==> src/rtl/uart_pkg.sv <==
// Shared UART constants: frame state encoding and parity-type selectors.
// Used by both the transmit framer and the receive side.
package uart_pkg;

  typedef logic [2:0] state_t;

  localparam state_t IDLE   = 3'd0;
  localparam state_t START  = 3'd1;
  localparam state_t DATA   = 3'd2;
  localparam state_t PARITY = 3'd3;
  localparam state_t STOP   = 3'd4;

  localparam logic PAR_EVEN = 1'b0;
  localparam logic PAR_ODD  = 1'b1;

endpackage

==> src/rtl/uart_tx_frame_if.sv <==
// Request/line bundle between a word producer and the UART transmit framer.
// Handshake: a word is taken on a rising edge where DATA_VALID=1 and BUSY=0;
// DATA_VALID seen while BUSY=1 is dropped, never queued. state is debug only.
interface uart_tx_frame_if
  import uart_pkg::*;
#(
  parameter int DATA_WIDTH = 8
);

  logic [DATA_WIDTH-1:0] P_DATA;
  logic                  DATA_VALID;
  logic                  PAR_EN;
  logic                  PAR_TYP;
  logic                  TX_OUT;
  logic                  BUSY;
  state_t                state;

  modport master (
    output P_DATA, DATA_VALID, PAR_EN, PAR_TYP,
    input  TX_OUT, BUSY, state
  );

  modport slave (
    input  P_DATA, DATA_VALID, PAR_EN, PAR_TYP,
    output TX_OUT, BUSY, state
  );

endinterface

==> src/rtl/uart_bit_timer.sv <==
// Bit-period timer: counts 0..CLKS_PER_BIT-1 while enabled and pulses
// bit_done for one cycle on the last count, then wraps.
module uart_bit_timer #(
  parameter int CLKS_PER_BIT = 16
) (
  input  logic clk,
  input  logic rst_n,
  input  logic clear,
  input  logic enable,
  output logic bit_done
);

  localparam int CW = (CLKS_PER_BIT > 1) ? $clog2(CLKS_PER_BIT) : 1;
  localparam logic [CW-1:0] LAST = CW'(CLKS_PER_BIT - 1);

  logic [CW-1:0] count;

  always_ff @(posedge clk or negedge rst_n) begin
    if (!rst_n) begin
      count <= '0;
    end else if (clear) begin
      count <= '0;
    end else if (enable) begin
      if (count == LAST) count <= '0;
      else               count <= count + 1'b1;
    end
  end

  assign bit_done = enable && (count == LAST);

endmodule

==> src/rtl/uart_tx_frame.sv <==
// UART transmit framer: start bit, LSB-first data, optional parity, 1 or 2
// stop bits. TX_OUT and BUSY come straight from flops so the line cannot glitch.
module uart_tx_frame
  import uart_pkg::*;
#(
  parameter int DATA_WIDTH   = 8,
  parameter int CLKS_PER_BIT = 16,
  parameter int STOP_BITS    = 1
) (
  input  logic CLK,
  input  logic RST,
  uart_tx_frame_if.slave bus
);

  localparam int IW = $clog2(DATA_WIDTH);
  localparam logic [IW-1:0] LAST_BIT  = IW'(DATA_WIDTH - 1);
  localparam logic [IW-1:0] LAST_STOP = IW'(STOP_BITS - 1);

  state_t                state_q;
  logic                  tx_q;
  logic                  busy_q;
  logic [IW-1:0]         bit_idx;
  logic [DATA_WIDTH-1:0] data_q;
  logic [DATA_WIDTH-1:0] shift_q;
  logic                  par_en_q;
  logic                  par_typ_q;
  logic                  bit_done;
  logic                  timer_clear;
  logic                  timer_en;
  logic                  parity_bit;

  assign timer_clear = (state_q == IDLE);
  assign timer_en    = (state_q != IDLE);
  assign parity_bit  = (^data_q) ^ (par_typ_q == PAR_ODD);

  uart_bit_timer #(
    .CLKS_PER_BIT(CLKS_PER_BIT)
  ) u_bit_timer (
    .clk      (CLK),
    .rst_n    (RST),
    .clear    (timer_clear),
    .enable   (timer_en),
    .bit_done (bit_done)
  );

  always_ff @(posedge CLK or negedge RST) begin
    if (!RST) begin
      state_q   <= IDLE;
      tx_q      <= 1'b1;
      busy_q    <= 1'b0;
      bit_idx   <= '0;
      data_q    <= '0;
      shift_q   <= '0;
      par_en_q  <= 1'b0;
      par_typ_q <= 1'b0;
    end else begin
      case (state_q)
        IDLE: begin
          tx_q    <= 1'b1;
          busy_q  <= 1'b0;
          bit_idx <= '0;
          if (bus.DATA_VALID) begin
            data_q    <= bus.P_DATA;
            shift_q   <= bus.P_DATA;
            par_en_q  <= bus.PAR_EN;
            par_typ_q <= bus.PAR_TYP;
            state_q   <= START;
            tx_q      <= 1'b0;
            busy_q    <= 1'b1;
          end
        end
        START: begin
          if (bit_done) begin
            state_q <= DATA;
            tx_q    <= shift_q[0];
            bit_idx <= '0;
          end
        end
        DATA: begin
          // shift_q[0] is always the bit on the line; [1] is the next one.
          if (bit_done) begin
            if (bit_idx == LAST_BIT) begin
              bit_idx <= '0;
              if (par_en_q) begin
                state_q <= PARITY;
                tx_q    <= parity_bit;
              end else begin
                state_q <= STOP;
                tx_q    <= 1'b1;
              end
            end else begin
              bit_idx <= bit_idx + 1'b1;
              shift_q <= shift_q >> 1;
              tx_q    <= shift_q[1];
            end
          end
        end
        PARITY: begin
          if (bit_done) begin
            state_q <= STOP;
            tx_q    <= 1'b1;
            bit_idx <= '0;
          end
        end
        STOP: begin
          tx_q <= 1'b1;
          if (bit_done) begin
            if (bit_idx == LAST_STOP) begin
              state_q <= IDLE;
              busy_q  <= 1'b0;
              bit_idx <= '0;
            end else begin
              bit_idx <= bit_idx + 1'b1;
            end
          end
        end
        default: begin
          state_q <= IDLE;
          tx_q    <= 1'b1;
          busy_q  <= 1'b0;
          bit_idx <= '0;
        end
      endcase
    end
  end

  assign bus.TX_OUT = tx_q;
  assign bus.BUSY   = busy_q;
  assign bus.state  = state_q;

endmodule

==> src/flat_wrapper.sv <==
// flat-port wrapper written by rule: the top's interface ports become plain ports
module uart_tx_frame_flat import uart_pkg::*;
#(
  parameter int DATA_WIDTH   = 8,
  parameter int CLKS_PER_BIT = 16,
  parameter int STOP_BITS    = 1
)
  (CLK, RST, bus_P_DATA, bus_DATA_VALID, bus_PAR_EN, bus_PAR_TYP, bus_TX_OUT, bus_BUSY, bus_state);
  uart_tx_frame_if #(.DATA_WIDTH(DATA_WIDTH)) bus_i ();
  input  logic CLK;
  input  logic RST;
  input wire logic [$bits(bus_i.P_DATA)-1:0] bus_P_DATA;
  input wire logic [$bits(bus_i.DATA_VALID)-1:0] bus_DATA_VALID;
  input wire logic [$bits(bus_i.PAR_EN)-1:0] bus_PAR_EN;
  input wire logic [$bits(bus_i.PAR_TYP)-1:0] bus_PAR_TYP;
  output wire logic [$bits(bus_i.TX_OUT)-1:0] bus_TX_OUT;
  output wire logic [$bits(bus_i.BUSY)-1:0] bus_BUSY;
  output wire logic [$bits(bus_i.state)-1:0] bus_state;
  assign bus_i.P_DATA = bus_P_DATA;
  assign bus_i.DATA_VALID = bus_DATA_VALID;
  assign bus_i.PAR_EN = bus_PAR_EN;
  assign bus_i.PAR_TYP = bus_PAR_TYP;
  assign bus_TX_OUT = bus_i.TX_OUT;
  assign bus_BUSY = bus_i.BUSY;
  assign bus_state = bus_i.state;
  uart_tx_frame #(.DATA_WIDTH(DATA_WIDTH), .CLKS_PER_BIT(CLKS_PER_BIT), .STOP_BITS(STOP_BITS)) u_core (.CLK(CLK), .RST(RST), .bus(bus_i));
endmodule
==> config.mk <==
export PLATFORM = sky130hd
export DESIGN_NAME = uart_tx_frame_flat
export DESIGN_NICKNAME = d
export VERILOG_FILES = /design/src/rtl/uart_pkg.sv /design/src/rtl/uart_tx_frame_if.sv /design/src/rtl/uart_bit_timer.sv /design/src/rtl/uart_tx_frame.sv /design/src/flat_wrapper.sv
export SDC_FILE = /design/constraint.sdc
export NUM_CORES = 1
export LEC_CHECK = 0
export ABC_AREA = 1
export CAP_MARGIN = 20
export CORE_MARGIN = 3
export CORE_UTILIZATION = 35
export CTS_CLUSTER_SIZE = 16
export DETAILED_ROUTE_END_ITERATION = 7
export SETUP_SLACK_MARGIN = 0.3
export SLEW_MARGIN = 20
export SYNTH_ARGS = -nofsm -noshare
export SYNTH_HDL_FRONTEND = slang
export SYNTH_SLANG_ARGS = --single-unit
==> constraint.sdc <==
create_clock -name CLK -period 2.05 [get_ports CLK]
set_input_delay 0.205 -clock CLK [delete_from_list [all_inputs] [get_ports CLK]]
set_output_delay 0.205 -clock CLK [all_outputs]
set_load 0.02 [all_outputs]
==> reports/results.ini <==
[outcome]
outcome = finished clean

[timing]
finalHoldViolCount = 0
slew_violations = 0
slew_headroom_pct = 74.12
maxClockFrequency_ghz = 0.6016
setup_viol = 0
rsz0062_at_grt = no
whs_ns = 0.3057
fin_crit_sh_pct = 81.09
setup_ws_ns = 0.3877
finalClockSkew_ns = 0.005423
final.setup.tns_ns = 0
finalCriticalPeriod_ns = 1.662
tightest_slew_ns = 0.3882

[layout]
fillers = 438
fin_nets = 244
drive_above_1_share_pct = 12.72
syn_to_final_growth_pct = 22.59
num_antenna_cells = 0

[pwr]
p_per_area_mw_per_mm2 = 1605
switching_share_pct = 43.04
leakagePower_uw = 0.0009956
power_frac_comb_pct = 53.1
netSwitchingPower_uw = 1397
seq_power_share_pct = 31.8
p_int_uw = 1849
p_clk_share_pct = 15.1
fin_total_pwr_uw = 3247
ir_worst_vdd_uv = 612.1

[worst_setup_path]
critPathLaunchType = register
cp_cell_sequence = clkdlybuf4s50_1
cp.arrival_ns = 1.46
cp_slowest_stage_delay_ns = 0.67
required_ns = 1.85
cpMaxStageDelayCell = clkdlybuf4s50_1
cp_num_buf_inv = 1
crit_fanout = 5
worstSetupPathType = register to primary output
worstSetupEndpointType = primary output
cp_top_family = buffers and inverters

[place]
portBuffers = 17
dp_hpwl_mm = 2.462
place.gp.congestion = 0.8747
post-place-ws_ns = 0.3170

[detailed_routing]
ant_nets = 0
wl_per_cell_um = 11.62
num_vias = 1325
drc_errors = 0
drtIter0Drc = 49
dr.pass1.iters = 4
vias_per_cell = 4.732
totalWireLength_mm = 3.253

[synthesis]
synth_cells = 201
synth_cell_type_count = 27
yosysWarnings = 0
yosysSeqAreaShare_pct = 45.56
syn-cell-area_mm2 = 0.001650
syn_avg_cell_area_um2 = 8.211
ys_ff_latch = 30
synth_nets = 218

[run]
drv_cap = 0

[clock_tree]
clkSinkCount = 30
clock_latency_ns = 0.28
cts_max_level = 2
cts_root_buf = clkbuf_8
path_clk_slew_ns = 0.06
numCtsBuffers = 5
clock_path_buffers = 2
cts_tree = built

[floorplanning]
rows = 24
die_w_um = 74.67
core_mm2 = 0.004444
pin_count = 18
die_h_um = 74.67
die_area_mm2 = 0.005575
initial_core_util_pct = 37.13

[global_route]
antenna_found_initial = 0
overflow = 0
track_usage_pct = 13.30
grt_max_degree = 31
grt_pass1_vias = 1197
grt_pass1_wl_mm = 5.499

[min_path]
hp-class = input pin to async pin

## cells in the final DEF (no fill, tap or decap)
master	n
nor2_1	9
xnor2_1	1
o21ai_2	2
dfrtp_1	29
o21ai_1	1
ha_1	4
clkbuf_1	1
a211oi_1	1
o211ai_1	5
buf_4	2
buf_6	1
or2_2	1
nand2_2	1
clkinv_2	1
a21oi_1	6
clkbuf_8	6
nand3b_1	1
nor2_4	1
nor2_8	2
a22oi_4	1
clkdlybuf4s50_1	17
o21ai_0	22
nand3_1	11
o211ai_4	2
inv_4	2
inv_2	2
nand2_4	2
dfstp_2	1
inv_1	30
buf_12	2
nand2_1	60
o31ai_1	1
## flip-flops by register name (all words and copies together), names as in the netlist
name                      count
u_core.shift_q                8
u_core.par_typ_q              1
u_core.u_bit_timer.count      4
u_core.bus.BUSY               1
u_core.bus.TX_OUT             1
u_core.bit_idx                3
u_core.par_en_q               1
u_core.data_q                 8
u_core.bus.state              3
## per-layer routing
layer  up-vias  share of wire [%]  track usage (%)
li1        690                  -                -
met1       615                 50            18.72
met2        13                 45            19.12
met3         7                2.9            3.605
met4         0                2.1            5.929
met5         -                  0                0
## cell usage after synthesis
cell type  number  area (um2)
o21ai_2         2       17.52
nand2_1        60       225.2
a211oi_1        1       7.510
dfstp_2         1       26.28
nand2_4         2       22.52
buf_6           1       11.26
nor2_4          1       11.26
o211ai_4        2       42.54
inv_4           2       12.51
dfrtp_1        29       725.7
nor2_8          2       40.04
ha_1            4       50.05
clkbuf_1        1       3.750
nand3_1        11       55.05
o31ai_1         1       7.510
or2_2           1       6.260
a21oi_1         6       30.03
nor2_1          9       33.78
inv_1          30       112.6
nand2_2         1       6.260
inv_2           2       7.510
o21ai_0        23       115.1
xnor2_1         1       8.760
buf_2           1       5.000
nand3b_1        1       7.510
a22oi_4         1       21.27
o211ai_1        5       37.54
## worst paths after layout
kind | startpoint | depth (start not counted) | endpoint | slack, ns
min | RST | 2 | u_core.u_bit_timer.count[3] | 0.31
min in group CLK | u_core.u_bit_timer.count[0] | 1 | u_core.u_bit_timer.count[0] | 0.46
max | u_core.bus.state[2] | 1 | bus_state[2] | 0.39
min reg2reg | u_core.u_bit_timer.count[0] | 1 | u_core.u_bit_timer.count[0] | 0.46
max reg2reg | u_core.bus.state[1] | 11 | u_core.shift_q[0] | 0.47
max in group asynchronous | RST | 2 | u_core.bus.TX_OUT | 1.43
## stage by stage
| step | util [%] | instances | instance area [um2] |
|---|---|---|---|
| after floorplan | - | 201 | 1650 |
| after global placement | 42.48 | 270 | 1888 |
| after detailed placement | 42.48 | 270 | 1888 |
| after CTS | 44.54 | 278 | 1979 |
| after global routing | 45.52 | 280 | 2023 |
| final | 45.52 | 280 | 2023 |
## cell type report
cell class	count	area, um2	share of cell area [%]
flip-flops and latches	30	752.0	37.17
well taps	52	65.06	3.216
clock inverters	1	5.005	0.2474
inverters	34	132.6	6.555
repair buffers	22	236.5	11.69
multi-input cells	134	745.7	36.86
clock buffers	7	86.33	4.267
## what timing repair did
| action | 4_1_cts | 5_1_grt |
|---|---|---|
| buffers inserted | 0 | 2 |
| hold buffers | 0 | 0 |
| resized for setup | 0 | 2 |
| setup endpoints to repair | 0 | 9 |
## power groups by stage
stage / registers, uW / clock network (uW) / logic (uW)
2_1_floorplan: 1070 / 0 / 1200
3_3_place_gp: 1040 / 0 / 1590
3_5_place_dp: 1050 / 0 / 1590
4_1_cts: 1030 / 511 / 1600
5_1_grt: 1060 / 537 / 1960
6_report: 1030 / 491 / 1720
## cells by family after synthesis
group | Yosys count | share of synthesized area [%]
simple gates | 88 | 24.72
compound gates | 41 | 16.91
buf+inv | 37 | 9.249
flops | 30 | 45.57
fa+ha+maj | 4 | 3.033
xor+xnor | 1 | 0.5308
Power figures use the tool's default switching activity.
